### config.mk
export PLATFORM = sky130hd
export DESIGN_NAME = stopwatch_ctrl
export DESIGN_NICKNAME = d
export VERILOG_FILES = /design/src/rtl/stopwatch_ctrl.sv
export SDC_FILE = /design/constraint.sdc
export NUM_CORES = 1
export LEC_CHECK = 0
export CORE_MARGIN = 8
export CORE_UTILIZATION = 47
export DETAILED_ROUTE_END_ITERATION = 8
export PLACE_DENSITY_LB_ADDON = 0.15
export SYNTH_ARGS = -nofsm -noshare
export SYNTH_HDL_FRONTEND = slang
export SYNTH_SLANG_ARGS = --single-unit
### constraint.sdc
create_clock -name clk -period 1.9 [get_ports clk]
set_clock_uncertainty 0.15 [all_clocks]
set_input_delay 0.38 -clock clk [delete_from_list [all_inputs] [get_ports clk]]
set_output_delay 0.38 -clock clk [all_outputs]
set_load 0.005 [all_outputs]
### src/rtl/stopwatch_ctrl.sv
// rtl/stopwatch_ctrl.sv - stopwatch sequencing FSM driving a 4-digit BCD counter chain
module stopwatch_ctrl #(
  parameter int TICK_DIV = 500000
) (
  input  logic        clk,
  input  logic        reset,
  input  logic        btn_ss,
  input  logic        btn_lr,
  input  logic [15:0] cnt_value,
  output logic        count_en,
  output logic        counter_clr,
  output logic [15:0] disp_value,
  output logic        running,
  output logic        lap_active,
  output logic        full
);

  localparam int PRE_W = $clog2(TICK_DIV);
  localparam logic [PRE_W-1:0] PRE_MAX = PRE_W'(TICK_DIV - 1);

  typedef enum logic [2:0] {
    S_IDLE,
    S_RUN,
    S_LAP,
    S_PAUSE,
    S_FULL
  } state_t;

  state_t           state;
  state_t           state_nxt;
  logic             prev_ss;
  logic             prev_lr;
  logic [PRE_W-1:0] prescaler;
  logic [15:0]      lap_q;

  logic ss_ev;
  logic lr_ev;
  logic live;
  logic tick;
  logic at_max;

  // Start/stop always beats lap/reset when both rise together.
  assign ss_ev  = btn_ss & ~prev_ss;
  assign lr_ev  = btn_lr & ~prev_lr & ~ss_ev;
  assign live   = (state == S_RUN) | (state == S_LAP);
  assign tick   = live & (prescaler == PRE_MAX);
  assign at_max = (cnt_value == 16'h9999);

  // The chain saturates at 9999: the tick that would overflow it is swallowed.
  assign count_en    = tick & ~at_max;
  assign counter_clr = lr_ev & ((state == S_IDLE) | (state == S_PAUSE) | (state == S_FULL));
  assign disp_value  = (state == S_LAP) ? lap_q : cnt_value;

  // Next-state selection; button events take priority over saturation.
  always_comb begin
    state_nxt = state;
    case (state)
      S_IDLE: begin
        if (ss_ev) state_nxt = S_RUN;
      end
      S_RUN: begin
        if (ss_ev)               state_nxt = S_PAUSE;
        else if (lr_ev)          state_nxt = S_LAP;
        else if (tick && at_max) state_nxt = S_FULL;
      end
      S_LAP: begin
        if (ss_ev)               state_nxt = S_PAUSE;
        else if (lr_ev)          state_nxt = S_RUN;
        else if (tick && at_max) state_nxt = S_FULL;
      end
      S_PAUSE: begin
        if (ss_ev)      state_nxt = S_RUN;
        else if (lr_ev) state_nxt = S_IDLE;
      end
      S_FULL: begin
        if (lr_ev) state_nxt = S_IDLE;
      end
      default: state_nxt = S_IDLE;
    endcase
  end

  // State, button history, prescaler, lap latch and registered status flags.
  always_ff @(posedge clk) begin
    if (reset) begin
      state      <= S_IDLE;
      prev_ss    <= 1'b1;
      prev_lr    <= 1'b1;
      prescaler  <= '0;
      lap_q      <= 16'h0000;
      running    <= 1'b0;
      lap_active <= 1'b0;
      full       <= 1'b0;
    end else begin
      state   <= state_nxt;
      prev_ss <= btn_ss;
      prev_lr <= btn_lr;

      if (state_nxt == S_IDLE) begin
        prescaler <= '0;
      end else if (live) begin
        prescaler <= tick ? '0 : prescaler + 1'b1;
      end

      // Capture the value before any increment happening on this same edge.
      if ((state == S_RUN) && lr_ev) begin
        lap_q <= cnt_value;
      end

      running    <= (state_nxt == S_RUN) | (state_nxt == S_LAP);
      lap_active <= (state_nxt == S_LAP);
      full       <= (state_nxt == S_FULL);
    end
  end

endmodule

Word level (Yosys, flattened, before mapping)
Cells that the tools add are included.

word-level totals
  bits in registers = 43
  bits in latches = 0
  RAM bits = 0
  ROM bits = 0
  bits of input ports = 20
  output and inout port bits = 21
  logic and storage cells = 48
  memories = 0

cells by class
  add/sub/neg operators = 1
  $mul = 0
  div/mod/pow operators = 0
  $lt $le $gt $ge = 0
  equal/unequal tests = 9
  shift-type cells = 0
  muxes and demuxes = 11
  bitwise operators = 14
  reductions and logical operators = 5

operators with widths
  cell                   count
  $mux 3                 8
  $add 19x1->19 const B  1
  $eq 19x19->1 const B   1
  $mux 19                1
  $eq 16x16->1 const B   1
  $mux 16                1
  $pmux 3 s5             1
  $eq 3x2->1 const B     3
  $and 1x1->1            6
  $eq 3x1->1 const B     2
  $eq 3x3->1 const B     2
  $logic_not 3->1        2
  $not 1->1              4
  $or 1x1->1             4
  $logic_and 1x1->1      2
  $reduce_or 2->1        1

Longest topological paths before layout
  word-level depth = 10
  mapped depth = 7
  gate-level depth less buffers = 6

Worst setup path before layout
Ideal clock, no wire load.

  path type = reg-to-output
  start = register state[2]
  end = output port disp_value[10]
  arrival = 1.550 ns
  required time = 1.370 ns
  setup slack = -0.180 ns
  stages on the path, launching flop included = 5
  path buffers = 2
  cells stage by stage = dfxtp_1 -> clkbuf_1 -> nor3b_2 -> buf_2 -> mux2_2

on the way
  longest elaborated chain between the ends = 2

RTL lines
  what                    RTL line  RTL
  start, declared         29        state_t state;
  start signal, assigned  94        state <= state_nxt;
  $eq 3x2->1              52        assign disp_value = (state == S_LAP) ? lap_q : cnt_value;
  $mux 16                 52
  end, declared           12        output logic [15:0] disp_value,

Every way passes these cells.

Final worst setup path
  start = register prescaler[10]
  end = output port count_en

on the way
  longest elaborated chain between the ends = 3

RTL lines
  what                    RTL line  RTL
  start, declared         33        logic [PRE_W-1:0] prescaler;
  start signal, assigned  101       prescaler <= tick ? '0 : prescaler + 1'b1;
  $eq 19x19->1            46        assign tick = live & (prescaler == PRE_MAX);
  $and 1x1->1             46
  $and 1x1->1             50        assign count_en = tick & ~at_max;
  end, declared           10        output logic count_en,

Every way passes these cells.

==> results.txt <==
Status: complete, but fails checks
Failing checks: setup timing
Number of antenna violations at the first check in global routing: 0
WL final: 6.44 mm
Clock root buffer: sky130_fd_sc_hd__clkbuf_8
Dominant combinational cell family by area after synthesis: simple AND/OR/NAND/NOR gates
Adder-cell area share of the yosys netlist: 0.570%
DP Wirelength: 3.87 mm
Starting Density: 47.7%
Data required time at the worst endpoint: 1.37 ns
Setup repair after global routing missed its margin: true
Filler cell count: 288
Portion of synthesized cell area occupied by the leading cell type: 39.2%
Met2 layer usage reported by global route: 29.5%
Library cell with the largest summed area after synthesis: sky130_fd_sc_hd__dfxtp_1
Port buffer count: 40
XOR/XNOR share of the synthesized area: 6.78%
Cells on worst reg2reg path: 9
Number of distinct library cell variants in the gate-level netlist after synthesis: 48
Die extent in y: 84.3 µm
Pin slew with the least headroom to its limit: 0.311 ns
Post-synthesis cell count: 240
Total via count after detailed routing: 2106
Wirelength per Cell: 16.3 µm
Clock slew at reported path FFs: 0.08 ns
Final GP Congestion: 0.760
Detailed router's first-iteration violation count: 86
Global router's overall resource usage: 17.3%
Fraction of final layout cells sized beyond drive strength 1: 47.1%
Detailed Routing Iterations Pass 1: 4
Arrival time at the worst endpoint: 1.58 ns
Worst Setup Start Kind: flop
VDD IR-drop max: 0.314 mV
Count of cells along the worst hold path: 3
Clock insertion delay at the later pin of the skew report: 0.30 ns
Level count of the clock H-tree: 2
Maximum number of pins on one net before global-route repair: 20
Worst reg2reg endpoint: prescaler[13]
Relative contribution of combinational cells to total power: 12.6%
Final clock period utilization by the worst path: 111%
Most area-consuming cells after synthesis: sky130_fd_sc_hd__dfxtp_1 39%, sky130_fd_sc_hd__mux2i_1 7.8%, sky130_fd_sc_hd__nor2_1 7.2%, sky130_fd_sc_hd__mux2_2 6.2%, sky130_fd_sc_hd__xnor2_1 5.2%
Final worst setup slack: -0.208 ns
Worst hold path type: in2reg
Pre-CTS setup slack: -0.783 ns
Worst-path maximum fanout: 2
Buffer depth of the longest clock path: 2
Minimum clock period after layout: 2.11 ns
Crit Path Class: reg2out
Total Die Area: 7110 µm²
Critical path capture point type: output pin
Clock Power Share: 33.9%
Number of register bits inferred by synthesis: 43
Clk sinks: 43
Global route total overflow: 0
Wire length of the first global-routing pass: 10.3 mm
Die Wd: 84.3 µm
Total net switching power: 0.396 mW
Most common cell after layout, fill and taps aside: sky130_fd_sc_hd__buf_4
CTS hold repair buffers: 0
Number of nets in the layout: 362
Total power divided by cell area: 473 nW/µm²
Launching point of the worst reg2reg path: prescaler[10]
Via/cell ratio: 5.32
Cell Area, Synth: 2190 µm²
Number of antenna repair diodes: 0
Clock tree from TritonCTS: done
Met3 global-route usage: 5.91%
Number of buffers created by CTS: 5
Worst Setup SP: prescaler[10]
Share of total power consumed by net switching: 23.4%
Leading cell types in the layout, fill and taps excluded: 52 x sky130_fd_sc_hd__buf_4, 38 x sky130_fd_sc_hd__nor2_1, 37 x sky130_fd_sc_hd__dfxtp_1, 30 x sky130_fd_sc_hd__buf_6, 17 x sky130_fd_sc_hd__mux2i_1
Remaining antenna violation count after routing: 0
Fmax achieved: 0.474 GHz
Internal power consumption: 1.29 mW
Slew headroom: 79.0%
GRT busiest layer: met2
Multiplexer area fraction after synthesis: 16.0%
Post-synth ARST share: 0%
Hold violation count in the final report: 0
Capture point of the worst path: count_en
Synth warnings: 0
Leading register cell type out of synthesis: sky130_fd_sc_hd__dfxtp_1
Total power: 1.69 mW
# rows: 25
Internal reg-to-reg setup slack: -0.07 ns
Via count of the first global-routing pass: 2246
Met1 track demand over resource: 19.0%
Final count of negative-setup-slack endpoints: 33
Max Transition Viols Final: 0
Sequential fraction of design power: 53.5%
Sequential element share of the synthesized area: 39.2%
Post-synthesis area per instance: 9.14 µm²
Placeable core region: 4600 µm²
Number of enable flip-flop cells after synthesis: 0
Synthesized-area fraction occupied by and/or/nand/nor cells: 28.7%
Net count of the mapped netlist: 261
Compound-cell area share of the yosys netlist: 5.53%
Count of max-cap constraint violations: 0
Io pins: 41
Leakage power summed over all cells: 1.55 nW
Post-route DRC violation count: 0
Area grow syn2layout: 62.7%
[cells by family (layout without fill, tap and decap cells)]
kind of cell             after synthesis  in the layout
adder cells (fa/ha/maj)                1              1
XOR/XNOR                              17             17
AND/OR/NAND/NOR                      111            111
flip-flops                            43             43
multiplexers                          33             33
buffers and inverters                 16            118
AO/OA/AOI/OAI                         19             19
[how the worst min path moves through the flow]
stage / start / slack (ns) / endpoint
floorplan: prescaler[1] / 0.30 / prescaler[1]
global placement: lap_q[3] / 0.32 / lap_q[3]
detailed placement: lap_q[6] / 0.33 / lap_q[6]
CTS: cnt_value[2] / 0.16 / lap_q[2]
global route: cnt_value[2] / 0.19 / lap_q[2]
finish: cnt_value[2] / 0.17 / lap_q[2]
[through the flow]
stage               hold slack [ns]  std cells  utilization, %  instance area (µm²)  setup TNS (ns)
floorplan                     0.299        240               -                 2210               0
global placement              0.319        378            66.5                 3060          -13.71
detailed placement            0.334        378            66.5                 3060          -14.10
CTS                           0.159        396            75.4                 3470           -4.74
global route                  0.193        396            77.6                 3570           -7.07
finish                        0.170        396            77.6                 3570           -4.36
[cell type report]
class | count | area [µm²] | area share, %
multi-input combinational | 181 | 1550 | 43.5
tap | 54 | 67.6 | 1.89
sequential | 43 | 873 | 24.5
timing repair buffer | 106 | 977 | 27.4
clock buffer | 6 | 72.6 | 2.03
clock inverter | 2 | 12.5 | 0.351
inverter | 4 | 15.0 | 0.421
[what timing repair did]
| action | CTS | global route |
|---|---|---|
| cloned | 1 | 0 |
| setup endpoints to repair | 37 | 46 |
| pin swaps | 29 | 16 |
| resized for setup | 164 | 32 |
| setup buffers | 12 | 4 |
[Yosys cell counts (2+ instances only)]
library cell and n:
sky130_fd_sc_hd__nor2b_1 3, sky130_fd_sc_hd__or3_1 3, sky130_fd_sc_hd__mux2_1 4, sky130_fd_sc_hd__nor4_2 2
sky130_fd_sc_hd__o21ai_1 2, sky130_fd_sc_hd__o21ai_0 4, sky130_fd_sc_hd__nor3b_1 2, sky130_fd_sc_hd__nand2b_1 3
sky130_fd_sc_hd__mux2i_1 17, sky130_fd_sc_hd__a21oi_1 5, sky130_fd_sc_hd__mux2_2 12, sky130_fd_sc_hd__or2_2 2
sky130_fd_sc_hd__and3_1 3, sky130_fd_sc_hd__clkbuf_1 5, sky130_fd_sc_hd__and4_1 3, sky130_fd_sc_hd__nand2_1 14
sky130_fd_sc_hd__dfxtp_1 43, sky130_fd_sc_hd__nor3_1 9, sky130_fd_sc_hd__nand4b_1 2, sky130_fd_sc_hd__xor2_1 4
sky130_fd_sc_hd__nand3_1 8, sky130_fd_sc_hd__inv_1 3, sky130_fd_sc_hd__a311oi_1 2, sky130_fd_sc_hd__nand4_1 3
sky130_fd_sc_hd__xnor2_1 13, sky130_fd_sc_hd__nor2_1 42, sky130_fd_sc_hd__buf_2 6
[sequential cells by signal (all words and copies together), names as in the netlist]
name	count
running	1
lap_active	1
lap_q	16
state	3
prev_lr	1
prev_ss	1
full	1
prescaler	19
[metal layers]
metal	routed length, µm	share of wire, %
met5	0	0
met4	134	2.1
met2	3250	50
met1	2700	42
met3	361	5.6
[power by group through the flow]
| stage | clock network [mW] | registers [mW] | logic, mW |
|---|---|---|---|
| finish | 0.573 | 0.904 | 0.213 |
| global route | 0.620 | 0.905 | 0.226 |
| CTS | 0.590 | 0.903 | 0.201 |
| detailed placement | 0 | 0.927 | 0.177 |
| global placement | 0 | 0.927 | 0.176 |
| floorplan | 0 | 0.926 | 0.0534 |
[worst max-delay path, stage by stage (launching register included)]
cell and delay [ns]:
sky130_fd_sc_hd__dfxtp_1 0.33, sky130_fd_sc_hd__nor4_1 0.34, sky130_fd_sc_hd__and4_4 0.31, sky130_fd_sc_hd__nand2_2 0.08
sky130_fd_sc_hd__nor2_2 0.10, sky130_fd_sc_hd__buf_2 0.12
No activity file was read; power rests on OpenSTA's default activity.
